### src/rtl/fifo.sv
`default_nettype none
// ============================================================================
// Module      : fifo
// Description : Single-clock synchronous byte FIFO with registered full/empty
//               flags, registered read data and a one-cycle read_valid strobe.
//               Read data appears on dout right after the edge that accepts
//               the read.
// Revision    : 1.0 - initial release
// ============================================================================
module fifo #(
    parameter int DATA_WIDTH = 8,
    parameter int ADDR_WIDTH = 4
) (
    input  logic                  clk,
    input  logic                  reset,
    input  logic                  sclr,
    input  logic                  wren,
    input  logic                  rden,
    input  logic [DATA_WIDTH-1:0] din,
    output logic [DATA_WIDTH-1:0] dout,
    output logic                  full,
    output logic                  empty,
    output logic                  read_valid
);

    localparam int DEPTH = 2 ** ADDR_WIDTH;

    localparam logic [ADDR_WIDTH:0]   c_cnt_depth = (ADDR_WIDTH + 1)'(DEPTH);
    localparam logic [ADDR_WIDTH:0]   c_cnt_one   = (ADDR_WIDTH + 1)'(1);
    localparam logic [ADDR_WIDTH:0]   c_cnt_zero  = '0;
    localparam logic [ADDR_WIDTH-1:0] c_ptr_one   = (ADDR_WIDTH)'(1);

    logic [DATA_WIDTH-1:0] mem_q [DEPTH];

    logic [ADDR_WIDTH-1:0] wptr_q, wptr_d;
    logic [ADDR_WIDTH-1:0] rptr_q, rptr_d;
    logic [ADDR_WIDTH:0]   cnt_q,  cnt_d;
    logic                  full_q, full_d;
    logic                  empty_q, empty_d;
    logic [DATA_WIDTH-1:0] dout_q;
    logic                  rvalid_q;

    logic                  wr_acc;
    logic                  rd_acc;

    // A write into a full FIFO is legal only when a read frees a slot on the
    // same edge; sclr suppresses both transfers.
    assign wr_acc = wren & (~full_q | rden) & ~sclr;
    assign rd_acc = rden & ~empty_q & ~sclr;

    // Next-state for pointers, occupancy count and the registered flags.
    always_comb begin
        wptr_d  = wptr_q;
        rptr_d  = rptr_q;
        cnt_d   = cnt_q;
        if (wr_acc) begin
            wptr_d = wptr_q + c_ptr_one;
        end
        if (rd_acc) begin
            rptr_d = rptr_q + c_ptr_one;
        end
        if (wr_acc && !rd_acc) begin
            cnt_d = cnt_q + c_cnt_one;
        end else if (rd_acc && !wr_acc) begin
            cnt_d = cnt_q - c_cnt_one;
        end
        full_d  = (cnt_d == c_cnt_depth);
        empty_d = (cnt_d == c_cnt_zero);
    end

    // Storage array: no reset, contents survive reset and sclr.
    always_ff @(posedge clk) begin
        if (wr_acc) begin
            mem_q[wptr_q] <= din;
        end
    end

    // Control state, flags and read data; reset/sclr discard all entries.
    always_ff @(posedge clk or posedge reset) begin
        if (reset) begin
            wptr_q   <= '0;
            rptr_q   <= '0;
            cnt_q    <= '0;
            full_q   <= 1'b0;
            empty_q  <= 1'b1;
            dout_q   <= '0;
            rvalid_q <= 1'b0;
        end else if (sclr) begin
            wptr_q   <= '0;
            rptr_q   <= '0;
            cnt_q    <= '0;
            full_q   <= 1'b0;
            empty_q  <= 1'b1;
            dout_q   <= '0;
            rvalid_q <= 1'b0;
        end else begin
            wptr_q   <= wptr_d;
            rptr_q   <= rptr_d;
            cnt_q    <= cnt_d;
            full_q   <= full_d;
            empty_q  <= empty_d;
            rvalid_q <= rd_acc;
            if (rd_acc) begin
                // Reads the pre-edge word, so a full FIFO doing read+write
                // returns the oldest entry before it is overwritten.
                dout_q <= mem_q[rptr_q];
            end
        end
    end

    assign dout       = dout_q;
    assign full       = full_q;
    assign empty      = empty_q;
    assign read_valid = rvalid_q;

endmodule
`default_nettype wire

### config.mk
export PLATFORM = sky130hd
export DESIGN_NAME = fifo
export DESIGN_NICKNAME = d
export VERILOG_FILES = /design/src/rtl/fifo.sv
export SDC_FILE = /design/constraint.sdc
export NUM_CORES = 1
export LEC_CHECK = 0
export BUFFER_PORTS_ARGS = -buffer_cell sky130_fd_sc_hd__buf_2
export CORE_UTILIZATION = 45
export CTS_CLUSTER_SIZE = 20
export DETAILED_ROUTE_END_ITERATION = 8
export PLACE_DENSITY = 0.61
export SYNTH_ARGS = -nofsm -noshare
export SYNTH_HDL_FRONTEND = slang
export SYNTH_SLANG_ARGS = --single-unit
export TNS_END_PERCENT = 100
### constraint.sdc
create_clock -name clk -period 2.55 [get_ports clk]
set_clock_uncertainty 0.15 [all_clocks]
set_input_delay 0 -clock clk [delete_from_list [all_inputs] [get_ports clk]]
set_output_delay 0 -clock clk [all_outputs]
set_load 0.005 [all_outputs]
== Yosys cells after proc, flatten, opt, wreduce, memory -nomap -nowiden ==
Memories as Yosys holds them, arrays and structs flattened.
Cells that the tools add are included.
Operators by class
  add/subtract/negate cells: 4
  equal/unequal tests: 1
  multiplexer cells: 14
  bitwise logic cells: 8
  reductions and logical operators: 7
Operators by type and width (count)
  $mux W4: 4
  $mux W8: 2
  $mux W5: 3
  $add A4 B1 Y4 const B: 2
  $add A5 B1 Y5 const B: 1
  $eq A5 B5 Y1 const B: 1
  $logic_not A5 Y1: 1
  $mux W1: 5
  $sub A5 B1 Y5 const B: 1
  $and A1 B1 Y1: 4
  $reduce_bool A2 Y1: 2
  $not A1 Y1: 3
  $logic_and A1 B1 Y1: 2
  $logic_not A1 Y1: 2
  $or A1 B1 Y1: 1
Storage, ports and cells
  bits in registers: 24
  memory bits (writable): 128
  bits of input ports: 13
  output and inout port bits: 11
  word-level logic and storage cells: 42
  memories: 1
Memories
  mem_q: words 16, width 8, rd ports 1, clocked after Yosys merged registers in 0, wr ports 1, RTL line 33  | logic [DATA_WIDTH-1:0] mem_q [DEPTH];

== Longest topological paths before layout ==
  depth in word-level cells: 10
  mapped depth: 7
  mapped depth without buffers: 6

== Least setup slack after synthesis ==
OpenSTA, ideal clock, no wires.
  kind: flip-flop to flip-flop
  start point: register full_q, in the netlist full
  end point: memory mem_q[4][0] (enable)
  library setup time: 0.332 ns
  data arrival time: 1.460 ns
  required time: 2.068 ns
  setup slack: 0.608 ns
  stages on the path, launching flop included: 6
  path buffers: 1
  period minus slack after synthesis: 1.942 ns
  cells stage by stage: dfrtp_1 > nand2b_1 > buf_2 > nand2_1 > nor4b_1 > and2_1
On the way
  longest elaborated chain between the ends: 6
Ends and longest elaborated chain
  from (decl): RTL line 38  | logic full_q, full_d;
  from (signal assigned): RTL line 100  | full_q <= full_d;
  $not A1 Y1: RTL line 48  | assign wr_acc = wren & (~full_q | rden) & ~sclr;
  $or A1 B1 Y1: RTL line 48
  $and A1 B1 Y1 (2 in a row): RTL line 48
  $mux W1: RTL line 73  | if (wr_acc) begin
  $mux W1 (not written as such): RTL line 74  | mem_q[wptr_q] <= din;
  to (decl): RTL line 33
No other way between the ends.

== Final worst setup path ==
  start point: register rptr_q[0]
  end point: register dout_q[6], in the netlist dout[6]
On the way
  longest elaborated chain between the ends: 3
Ends and longest elaborated chain
  from (decl): RTL line 36  | logic [ADDR_WIDTH-1:0] rptr_q, rptr_d;
  from (signal assigned): RTL line 98  | rptr_q <= rptr_d;
  $mem_v2 Z16 W8
  $mux W8: RTL line 103  | if (rd_acc) begin
  $mux W8: RTL line 88  | end else if (sclr) begin
  to (signal assigned): RTL line 106  | dout_q <= mem_q[rptr_q];
  to (decl): RTL line 40  | logic [DATA_WIDTH-1:0] dout_q;
No other way between the ends. The select of a mux whose other input is x is not followed.
A chain may end at the register's enable or synchronous reset.

==> impl_results.md <==
* Main flop type after synthesis: edfxtp_1
* Register share of total power at roughly half
* DRC viols at 0
* Clock Path Buffers at 2
* Clock Sinks at approximately 150
* Fin crit period at approximately 2200 ps
* Multi-input logic area at roughly 1700 um^2
* CP required at roughly 2700 ps
* Clock latency on the worst-skew pair at between 400 and 500 ps
* Final instance area at roughly 7200 um^2
* Grt ovf at 0
* Post-synth top cells: 128 x edfxtp_1, 23 x dfrtp_1, 22 x a21oi_1
* Worst setup path startpoint: rptr_q[0]$_DFFE_PP0P_
* Vias per inst at ~5.6
* Nets@finish at approximately 400
* First-pass GRT wire length at between 15 and 20 mm
* Post-synthesis sequential area ratio at a little under three quarters
* Power share of the clock group at 42.4%
* Initial DRC Count at about 280
* Area Overhead vs Synth at 14.95%
* Die Span Y at around 120 um
* Worst hold slack at about 240 ps
* Top Family by Delay on Critical Path: multiplexers
* Detail Placement HPWL at approximately 8.2 mm
* Layout cells sized above 1 at around a fifth
* Int Power at 4370 uW
* Final TNS setup at 0 ps
* Total CTS buffers at 17
* Status: finished clean
* Max Cap Viol at 0
* Switching power at 1224 uW
* CP max FO at 35
* Avg Cell Area, Syn at roughly 18 um^2
* Setup Fix Bufs, Post-CTS at 0
* Row count at between 40 and 50
* Part of the cycle the worst path needs at a little under nine tenths
* Switching Share at approximately 22%
* Worst-Margin Slew at ~1000 ps
* Critical Path Slowest Stage Cell: mux4_1
* Leakage at around 0.0025 uW
* Max-slew violations at 0
* WP data arrival at around 2300 ps
* Reg2Reg Launch Point: rptr_q[0]$_DFFE_PP0P_
* Post-synthesis cell count at around 350
* Top-count cell post-synth: edfxtp_1
* Final Hold Fails at 0
* Critical path class: flip-flop to flip-flop
* Ys Warns at 0
* Worst Slack Setup Final at around 380 ps
* Distinct cell type count after synthesis at 42
* Peak supply drop at around 560 uV
* Pre-antenna DRT Iters at 5
* Post-synth EDFFs at approximately 130
* Relative slew slack at between 20 and 30%
* Top post-synthesis cells by area: edfxtp_1 61%, dfrtp_1 9.2%, mux4_1 7.5%
* CP Capture Type: flip-flop
* Root buf cell: clkbuf_16
* Power Dens Cells at roughly 780 nW/um^2
* Area share of the largest cell type after synthesis at around three fifths
* Core Util, Final at a little over half
* Synth Cell Area at ~6300 um^2
* Post-synthesis register bit count at roughly 150
* CP peak stage delay at just over 600 ps
* RSZ-0062 raised after global routing: false
* Mapped Nets at about 370
* Cell Area, Placed at about 6500 um^2
* Filler instances at around 1.0k
* Final setup viols at 0
* Clk slew on worst S/H paths at about 60 ps
* Crit-path most repeated cell: a21oi_1
* Ports at 24
* H-tree levels at 4
* Core Box Area at between 10,000 and 15,000 um^2
* Async set-or-reset flop fraction in the synthesized netlist at between 15 and 20%
* FMAX at about 0.46 GHz
* RD Place Congestion at roughly 0.73
* Initial Utilization at 46.79%
* Reg area at ~4400 um^2
* Place WS at around 380 ps
* WL final at roughly 13 mm
* Die area at 14,410 um^2
* Comb pwr share at between 7 and 8%
* Hold crit path type: input port to asynchronous set/reset pin
* Buffers and inverters on the worst path at 1
* Number of routed nets with antenna violations at 0
* WL/cell at 22.16 um
* Antenna violations before repair at 0
* Largest net degree at the start of global routing at 36
* Crit path cell chain: buf_12 -> mux4_1 -> a22oi_1 -> a21oi_1 -> a21oi_1 -> nor2_1
* Antenna diode count at 0
* Port-buffer cells at 23
* Vias at 3,261
* Startpoint types: flip-flop
* Number of global-route vias before repair at roughly 3.3k
* Post-synth top area cell: edfxtp_1
* CTS tree: built
* Die Width at approximately 120 um
* GRT Overall Usage at 19.59%
==> cell usage in the layout, fill, tap and decap left out, types with 3 or more instances in the layout <==
cell	count
edfxtp_1	128
buf_2	23
a21oi_1	22
dfrtp_1	22
nor2_1	21
mux4_1	18
clkbuf_16	17
a22oi_1	16
mux4_2	14
and2_1	13
nand2_1	13
dlygate4sd3_1	12
ha_1	7
nand3_1	6
clkinvlp_4	6
xnor2_1	5
inv_1	5
and3_1	5
clkinv_2	5
nor3_1	4
o21ai_0	4
buf_4	4
nor2b_1	3
xor2_1	3
==> path summary, 6_finish.rpt <==
path / end / slack (ps) / cells past startpoint
setup reg to reg: dout[6]$_DFFE_PP0P_ / 380 / 6
max in group asynchronous: rptr_q[0]$_DFFE_PP0P_ / 1310 / 3
hold / removal: rptr_q[3]$_DFFE_PP0P_ / 240 / 3
setup / recovery: dout[6]$_DFFE_PP0P_ / 380 / 6
min in group clk: wptr_q[1]$_DFFE_PP0P_ / 330 / 4
hold reg to reg: dout[2]$_DFFE_PP0P_ / 370 / 2
==> sequential cells by signal, indices dropped and copies added, names as in the netlist <==
signal	flops
cnt_q	5
dout	8
empty	1
full	1
mem_q	128
read_valid	1
rptr_q	4
wptr_q	4
==> cell families after synthesis <==
| kind of cell | after synthesis | share of synthesized area [%] |
|---|---|---|
| fa+ha+maj | 7 | 1.397 |
| buf+inv | 24 | 2.734 |
| flops | 152 | 70.90 |
| compound gates | 47 | 4.610 |
| mux | 32 | 12.57 |
| xor+xnor | 8 | 1.118 |
| simple gates | 79 | 6.666 |
==> worst min-delay path, cell delays in order <==
cell and delay, ps:
dlygate4sd3_1 530, buf_2 120, inv_1 750
==> per-stage QoR <==
stage          power [uW]  cells
2_1_floorplan        3129    349
3_3_place_gp         3250    535
3_5_place_dp         3259    535
4_1_cts              5639    579
5_1_grt              5786    579
6_report             5593    579
==> timing repair <==
action,in CTS,in global routing
resized for setup,0,0
endpoints found under the setup margin,0,0
hold endpoints to repair,173,0
hold buffers,12,0
==> area by class of cell <==
class                      instances  area share (%)
clock buffer                      18           5.955
inverter                           5          0.2604
timing repair buffer              41           4.236
multi-input combinational        173           22.93
clock inverter                    14           1.858
tap                              176           3.056
sequential                       152           61.70
==> routing by layer <==
metal	GRT usage [%]	share of wire (%)
met3	6.654	5.8
met1	26.22	44
met4	7.109	1.6
met5	0	0
met2	29.78	49
==> power by group through the flow <==
| stage | Sequential, uW | Clock, uW | Combinational, uW |
|---|---|---|---|
| after floorplan | 2820 | 0 | 308 |
| after global placement | 2830 | 0 | 422 |
| after detailed placement | 2830 | 0 | 429 |
| after CTS | 2780 | 2410 | 445 |
| after global routing | 2790 | 2520 | 485 |
| final | 2780 | 2370 | 440 |
Power figures use the tool's default switching activity.
